`src/rtl/dco_nco_ramp_pkg.sv`:
```
// Shared definitions for the ramped NCO: FSM state encoding, dither LFSR constants
// and default widths.
package dco_pkg;

  localparam int unsigned DCO_WIDTH_DEF      = 32;
  localparam int unsigned DCO_PHASE_BITS_DEF = 8;

  typedef enum logic {
    DCO_HOLD = 1'b0,
    DCO_RAMP = 1'b1
  } dco_state_e;

  // Galois form of x^16 + x^14 + x^13 + x^11 + 1 (maximal length)
  localparam logic [15:0] DCO_LFSR_POLY = 16'hB400;
  localparam logic [15:0] DCO_LFSR_SEED = 16'hACE1;

endpackage

```
`src/rtl/dco_nco_ramp_if.sv`:
```
// Control/tuning and output bundle of the ramped NCO.
// The master drives tuning and control; the slave is the NCO itself.
interface dco_nco_ramp_if #(
  parameter int unsigned WIDTH      = 32,
  parameter int unsigned PHASE_BITS = 8
);
  logic                  en;
  logic                  sync_clr;
  logic                  tw_valid;
  logic                  tw_ready;
  logic [WIDTH-1:0]      tw_data;
  logic [WIDTH-1:0]      phase_offset;
  logic [WIDTH-1:0]      freq_now;
  logic                  ramp_busy;
  logic                  dco_out;
  logic [PHASE_BITS-1:0] phase_out;
  logic                  wrap_pulse;

  modport master (
    output en, sync_clr, tw_valid, tw_data, phase_offset,
    input  tw_ready, freq_now, ramp_busy, dco_out, phase_out, wrap_pulse
  );

  modport slave (
    input  en, sync_clr, tw_valid, tw_data, phase_offset,
    output tw_ready, freq_now, ramp_busy, dco_out, phase_out, wrap_pulse
  );
endinterface

```
`src/rtl/dco_nco_ramp_lfsr16.sv`:
```
// 16-bit maximal LFSR used to dither the phase decode; built only when DCO_DITHER_EN
// is defined, advancing once per enabled cycle.
`ifdef DCO_DITHER_EN
module dco_lfsr16
  import dco_pkg::*;
(
  input  logic        sys_clk,
  input  logic        rst_n,
  input  logic        en,
  output logic [15:0] state_o
);
  logic [15:0] state_q;
  logic [15:0] state_d;

  always_comb begin
    state_d = state_q;
    if (en) begin
      state_d = {1'b0, state_q[15:1]} ^ (state_q[0] ? DCO_LFSR_POLY : 16'h0000);
    end
  end

  always_ff @(posedge sys_clk or negedge rst_n) begin
    if (!rst_n) begin
      state_q <= DCO_LFSR_SEED;
    end else begin
      state_q <= state_d;
    end
  end

  assign state_o = state_q;
endmodule
`endif

```
`src/rtl/dco_nco_ramp.sv`:
```
// Phase-accumulator NCO with valid/ready tuning load and slew-limited frequency ramp.
// Define DCO_DITHER_EN to add LFSR dither to the phase decode.
module dco_nco_ramp
  import dco_pkg::*;
#(
  parameter int unsigned WIDTH      = DCO_WIDTH_DEF,
  parameter int unsigned PHASE_BITS = DCO_PHASE_BITS_DEF,
  parameter int unsigned SLEW_STEP  = 0
) (
  input logic          sys_clk,
  input logic          rst_n,
  dco_nco_ramp_if.slave bus
);
  localparam logic [WIDTH-1:0] STEP = WIDTH'(SLEW_STEP);

  dco_state_e            state_q, state_d;
  logic [WIDTH-1:0]      acc_q, acc_d;
  logic [WIDTH-1:0]      freq_q, freq_d;
  logic [WIDTH-1:0]      target_q, target_d;
  logic                  wrap_q, wrap_d;
  logic                  dco_q;
  logic [PHASE_BITS-1:0] phase_q;
  logic [WIDTH-1:0]      diff_up, diff_dn;
  logic [WIDTH:0]        acc_sum;
  logic [WIDTH-1:0]      dith;
  logic [WIDTH-1:0]      p;

  // Ramp FSM: HOLD accepts words; RAMP walks freq toward target by at most STEP
  always_comb begin
    state_d  = state_q;
    freq_d   = freq_q;
    target_d = target_q;
    diff_up  = target_q - freq_q;
    diff_dn  = freq_q - target_q;
    case (state_q)
      DCO_HOLD: begin
        if (bus.tw_valid) begin
          target_d = bus.tw_data;
          if (SLEW_STEP == 0) begin
            freq_d = bus.tw_data;
          end else if (bus.tw_data != freq_q) begin
            state_d = DCO_RAMP;
          end
        end
      end
      DCO_RAMP: begin
        if (target_q >= freq_q) begin
          if (diff_up <= STEP) begin
            freq_d  = target_q;
            state_d = DCO_HOLD;
          end else begin
            freq_d = freq_q + STEP;
          end
        end else begin
          if (diff_dn <= STEP) begin
            freq_d  = target_q;
            state_d = DCO_HOLD;
          end else begin
            freq_d = freq_q - STEP;
          end
        end
      end
    endcase
  end

  always_comb begin
    acc_sum = {1'b0, acc_q} + {1'b0, freq_q};
    acc_d   = acc_q;
    wrap_d  = 1'b0;
    if (bus.sync_clr) begin
      acc_d = '0;
    end else if (bus.en) begin
      acc_d  = acc_sum[WIDTH-1:0];
      wrap_d = acc_sum[WIDTH];
    end
  end

`ifdef DCO_DITHER_EN
  localparam int unsigned DITH_BITS = ((WIDTH - PHASE_BITS) < 16) ? (WIDTH - PHASE_BITS) : 16;
  logic [15:0] lfsr;

  dco_lfsr16 u_lfsr (
    .sys_clk (sys_clk),
    .rst_n   (rst_n),
    .en      (bus.en),
    .state_o (lfsr)
  );

  if (DITH_BITS > 0) begin : g_dith
    assign dith = WIDTH'(lfsr[DITH_BITS-1:0]);
  end else begin : g_no_dith
    assign dith = '0;
  end
`else
  assign dith = '0;
`endif

  assign p = acc_q + bus.phase_offset + dith;

  always_ff @(posedge sys_clk or negedge rst_n) begin
    if (!rst_n) begin
      state_q  <= DCO_HOLD;
      acc_q    <= '0;
      freq_q   <= '0;
      target_q <= '0;
      wrap_q   <= 1'b0;
      dco_q    <= 1'b0;
      phase_q  <= '0;
    end else begin
      state_q  <= state_d;
      acc_q    <= acc_d;
      freq_q   <= freq_d;
      target_q <= target_d;
      wrap_q   <= wrap_d;
      // decode freezes with the accumulator, but a sync clear still refreshes it
      if (bus.en || bus.sync_clr) begin
        dco_q   <= p[WIDTH-1];
        phase_q <= p[WIDTH-1 -: PHASE_BITS];
      end
    end
  end

  assign bus.tw_ready   = (state_q == DCO_HOLD);
  assign bus.ramp_busy  = (state_q == DCO_RAMP);
  assign bus.freq_now   = freq_q;
  assign bus.dco_out    = dco_q;
  assign bus.phase_out  = phase_q;
  assign bus.wrap_pulse = wrap_q;
endmodule

```
`src/flat_wrapper.sv`:
```
// flat-port wrapper written by rule: the top's interface ports become plain ports
module dco_nco_ramp_flat import dco_pkg::*;
#(
  parameter int unsigned WIDTH      = DCO_WIDTH_DEF,
  parameter int unsigned PHASE_BITS = DCO_PHASE_BITS_DEF,
  parameter int unsigned SLEW_STEP  = 0
)
  (sys_clk, rst_n, bus_en, bus_sync_clr, bus_tw_valid, bus_tw_data, bus_phase_offset, bus_tw_ready, bus_freq_now, bus_ramp_busy, bus_dco_out, bus_phase_out, bus_wrap_pulse);
  dco_nco_ramp_if #(.WIDTH(WIDTH), .PHASE_BITS(PHASE_BITS)) bus_i ();
  input logic sys_clk;
  input logic rst_n;
  input wire logic [$bits(bus_i.en)-1:0] bus_en;
  input wire logic [$bits(bus_i.sync_clr)-1:0] bus_sync_clr;
  input wire logic [$bits(bus_i.tw_valid)-1:0] bus_tw_valid;
  input wire logic [$bits(bus_i.tw_data)-1:0] bus_tw_data;
  input wire logic [$bits(bus_i.phase_offset)-1:0] bus_phase_offset;
  output wire logic [$bits(bus_i.tw_ready)-1:0] bus_tw_ready;
  output wire logic [$bits(bus_i.freq_now)-1:0] bus_freq_now;
  output wire logic [$bits(bus_i.ramp_busy)-1:0] bus_ramp_busy;
  output wire logic [$bits(bus_i.dco_out)-1:0] bus_dco_out;
  output wire logic [$bits(bus_i.phase_out)-1:0] bus_phase_out;
  output wire logic [$bits(bus_i.wrap_pulse)-1:0] bus_wrap_pulse;
  assign bus_i.en = bus_en;
  assign bus_i.sync_clr = bus_sync_clr;
  assign bus_i.tw_valid = bus_tw_valid;
  assign bus_i.tw_data = bus_tw_data;
  assign bus_i.phase_offset = bus_phase_offset;
  assign bus_tw_ready = bus_i.tw_ready;
  assign bus_freq_now = bus_i.freq_now;
  assign bus_ramp_busy = bus_i.ramp_busy;
  assign bus_dco_out = bus_i.dco_out;
  assign bus_phase_out = bus_i.phase_out;
  assign bus_wrap_pulse = bus_i.wrap_pulse;
  dco_nco_ramp #(.WIDTH(WIDTH), .PHASE_BITS(PHASE_BITS), .SLEW_STEP(SLEW_STEP)) u_core (.sys_clk(sys_clk), .rst_n(rst_n), .bus(bus_i));
endmodule
```
`config.mk`:
```
export PLATFORM = sky130hd
export DESIGN_NAME = dco_nco_ramp_flat
export DESIGN_NICKNAME = d
export VERILOG_FILES = /design/src/rtl/dco_nco_ramp_pkg.sv /design/src/rtl/dco_nco_ramp_if.sv /design/src/rtl/dco_nco_ramp_lfsr16.sv /design/src/rtl/dco_nco_ramp.sv /design/src/flat_wrapper.sv
export SDC_FILE = /design/constraint.sdc
export NUM_CORES = 1
export LEC_CHECK = 0
export ABC_AREA = 1
export ABC_CLOCK_PERIOD_IN_PS = 3240
export CAP_MARGIN = 20
export CORE_MARGIN = 4
export CORE_UTILIZATION = 60
export DETAILED_ROUTE_END_ITERATION = 7
export PLACE_DENSITY = 0.83
export SLEW_MARGIN = 25
export SYNTH_ARGS = -nofsm -noshare
export SYNTH_HDL_FRONTEND = slang
export SYNTH_SLANG_ARGS = --single-unit
```
`constraint.sdc`:
```
create_clock -name sys_clk -period 3.24 [get_ports sys_clk]
set_input_delay 0.648 -clock sys_clk [delete_from_list [all_inputs] [get_ports sys_clk]]
set_output_delay 0.648 -clock sys_clk [all_outputs]
set_load 0.01 [all_outputs]
```
==> impl_metrics.py <==
metrics = {
    "clocking": {
        "cts_buffer_depth": 2,
        "clkTransAtPathRegs_ns": 0.08,
        "clk_latency_ns": 0.37,
        "htreeDepth": 3,
        "cts_made_buffers": 9,
        "cts_tree": "yes",
        "cts.sinks": 106,
        "root_buffer": "clkbuf_16",
        "cts_hold_buf": 0,
    },
    "floorplan": {
        "std_cell_rows": 52,
        "initial_core_util": 0.6149,
        "core_um2": 20430,
        "die_y_um": 152.7,
        "pin_count": 113,
        "fp.dieW_um": 152.7,
        "die_area_um2": 23320,
    },
    "sta": {
        "tightestPinTransition_ns": 0.7296,
        "fmax_mhz": 329.4,
        "finalClockSkew_ns": 0.01693,
        "maxSlewHeadroom": 0.5136,
        "hold_viol_final": 0,
        "maxSlewViolCount": 0,
        "fin_crit_sh": 0.9369,
        "post-route-min-period_ns": 3.035,
        "setup_viol": 0,
        "setup_ws_ns": 0.2046,
    },
    "worst_setup_path": {
        "cp_max_fo": 17,
        "startpoint": "u_core.target_q[13]",
        "cp.required_ns": 3.48,
        "reg2reg_slack_ns": 0.20,
        "r2r_end": "u_core.bus.freq_now[24]",
        "startpoint_type": "flip-flop",
        "worstRegToRegCells": 21,
        "criticalPathCategory": "reg -> reg",
        "r2r-start": "u_core.target_q[13]",
        "endpoint": "u_core.bus.freq_now[24]",
        "arrival_ns": 3.28,
        "crit_path_end_kind": "flip-flop",
    },
    "synthesis": {
        "synth_edf_count": 0,
        "synth_area_per_cell_um2": 5.821,
        "synth_area_um2": 12560,
        "syn-num-nets": 2353,
        "ys.flop_type": "dfrtp_1",
        "yosysWarnings": 0,
        "async_flop_share": 1.000,
        "synth_cell_type_count": 49,
        "yosys-top-cells-area": "nand2_1 (24%), dfrtp_1 (21%), ha_1 (12%)",
        "synth_top_area_share": 0.2438,
        "yosys.area.top_type": "nand2_1",
        "synthCells": 2158,
        "synth_seq_cells": 106,
        "ys_seq_area_frac": 0.2112,
    },
    "final_layout": {
        "antenna_cells": 0,
        "area_delta_synth_final_pct": 17.90,
        "drive_gt1_frac": 0.06947,
        "nNetsFinal": 2493,
        "final_util": 0.7250,
        "final_cell_mix": "nand2_1 (808), inv_1 (394), nor2_1 (134)",
        "mostFrequentLayoutCell": "nand2_1",
        "fillerInstances": 1700,
    },
    "power_and_ir_drop": {
        "p_leak_uw": 0.008304,
        "power_density_nw_per_um2": 410.5,
        "vdd_ir_drop_max_mv": 0.2842,
    },
    "status": {
        "status": "finished clean",
    },
    "global_route": {
        "overflow": 0,
        "antenna_found_initial": 0,
        "grt_usage": 0.3552,
        "grt_pass1_wl_um": 68110,
        "grt_max_degree": 73,
        "grt_pass1_vias": 14070,
    },
    "flow_run": {
        "cap_violations": 0,
    },
    "placement": {
        "place.gp.congestion": 0.9892,
        "dp_hpwl_um": 34470,
        "pre_cts_slack_ns": 0.1402,
        "port_buffers": 112,
    },
    "routing": {
        "drtAntennaViolNets": 0,
        "viasPerCell": 5.690,
        "via_count": 14640,
        "first_iter_violations": 1401,
        "drc": 0,
        "postRouteWirelength_um": 43840,
        "dr.pass1.iters": 8,
        "wire_per_inst_um": 17.04,
    },
    "worst_hold_path": {
        "min_path_type": "in -> async",
    },
}
[flip-flops by register name, summed over array words and instances (netlist names)]
signal,flops
u_core.acc_q,32
u_core.bus.freq_now,32
u_core.target_q,32
u_core.bus.phase_out,8
u_core.bus.ramp_busy,1
u_core.bus.wrap_pulse,1
[repair_timing]
| item | CTS | global route |
|---|---|---|
| setup endpoints to repair | 0 | 33 |
| buffers inserted | 0 | 2 |
| resized for setup | 0 | 55 |
[power breakdown]
part	leakage [uW]	switching [uW]	total [uW]	internal, uW
Combinational	0.00685	2110	3310	1200
Clock	0.000137	593	1130	539
Sequential	0.00132	163	1640	1470
Total	0.00830	2860	6080	3220
[layout make-up]
cell class | instances | area [um2] | share of cell area
clock buffer | 9 | 225.2 | 0.01521
inverter | 405 | 1520 | 0.1026
timing repair buffer | 164 | 1575 | 0.1064
tap | 270 | 337.8 | 0.02281
clock inverter | 7 | 65.06 | 0.004393
multi-input combinational | 1612 | 8428 | 0.5691
sequential | 106 | 2659 | 0.1795
[Yosys cell counts (all sizes together) (6+ instances only)]
library cell  number
a21oi            110
nand2            825
inv              403
o21ai            129
a21o              12
nand3            129
ha               125
nand4             32
nor2             160
buf               16
clkbuf            19
xor2              11
o21bai             6
a31oi             17
nor3              13
dfrtp            106
[worst max-delay path, cell delays in order (launching register included)]
cell	delay [ns]
dfrtp_1	0.43
ha_1	0.35
buf_4	0.19
nand2_2	0.12
inv_1	0.06
nand2_1	0.08
nand2_1	0.15
a21oi_2	0.18
nand2_2	0.10
nand2_1	0.11
nand2_1	0.06
nand2_1	0.06
nand2_1	0.05
nor2_1	0.13
nand2_1	0.06
nor2_1	0.13
nand3_1	0.09
nand3_1	0.12
nand3_4	0.11
buf_12	0.18
nand2_1	0.07
nand2_1	0.07
[through the flow]
| step | cells | hold WS [ns] | power [uW] | setup TNS [ns] | cell area [um2] |
|---|---|---|---|---|---|
| floorplan | 2158 | 0.3524 | 3700 | 0 | 12560 |
| global placement | 2555 | 0.4622 | 4661 | 0 | 14260 |
| detailed placement | 2555 | 0.4716 | 4744 | 0 | 14260 |
| CTS | 2571 | 0.4879 | 5878 | 0 | 14550 |
| global route | 2573 | 0.3625 | 6514 | -0.03831 | 14810 |
| finish | 2573 | 0.2903 | 6079 | 0 | 14810 |
[worst min path at each step]
stage	start	to	slack, ns	depth (start not counted)
global placement	u_core.bus.phase_out[1]	u_core.bus.phase_out[1]	0.46	2
global route	rst_n	u_core.acc_q[0]	0.36	1
finish	rst_n	u_core.acc_q[0]	0.29	1
detailed placement	u_core.bus.phase_out[1]	u_core.bus.phase_out[1]	0.47	2
CTS	rst_n	u_core.acc_q[0]	0.49	1
floorplan	rst_n	u_core.acc_q[0]	0.35	0
[cell families (layout without fill, tap and decap cells)]
family,after synthesis,after routing,share of synthesized area
compound gates,301,301,0.1317
xor+xnor,14,14,0.009761
fa+ha+maj,126,126,0.1261
buf+inv,440,585,0.1373
flops,106,106,0.2112
simple gates,1171,1171,0.3840
[routing by layer]
metal | vias up | routed length (um) | track usage
met5 | - | 0 | 0
met2 | 708 | 21090 | 0.6202
met3 | 150 | 3469 | 0.05623
met4 | 0 | 1911 | 0.1455
met1 | 6718 | 17370 | 0.4370
li1 | 7064 | - | -
(Power assumes the default switching activity.)
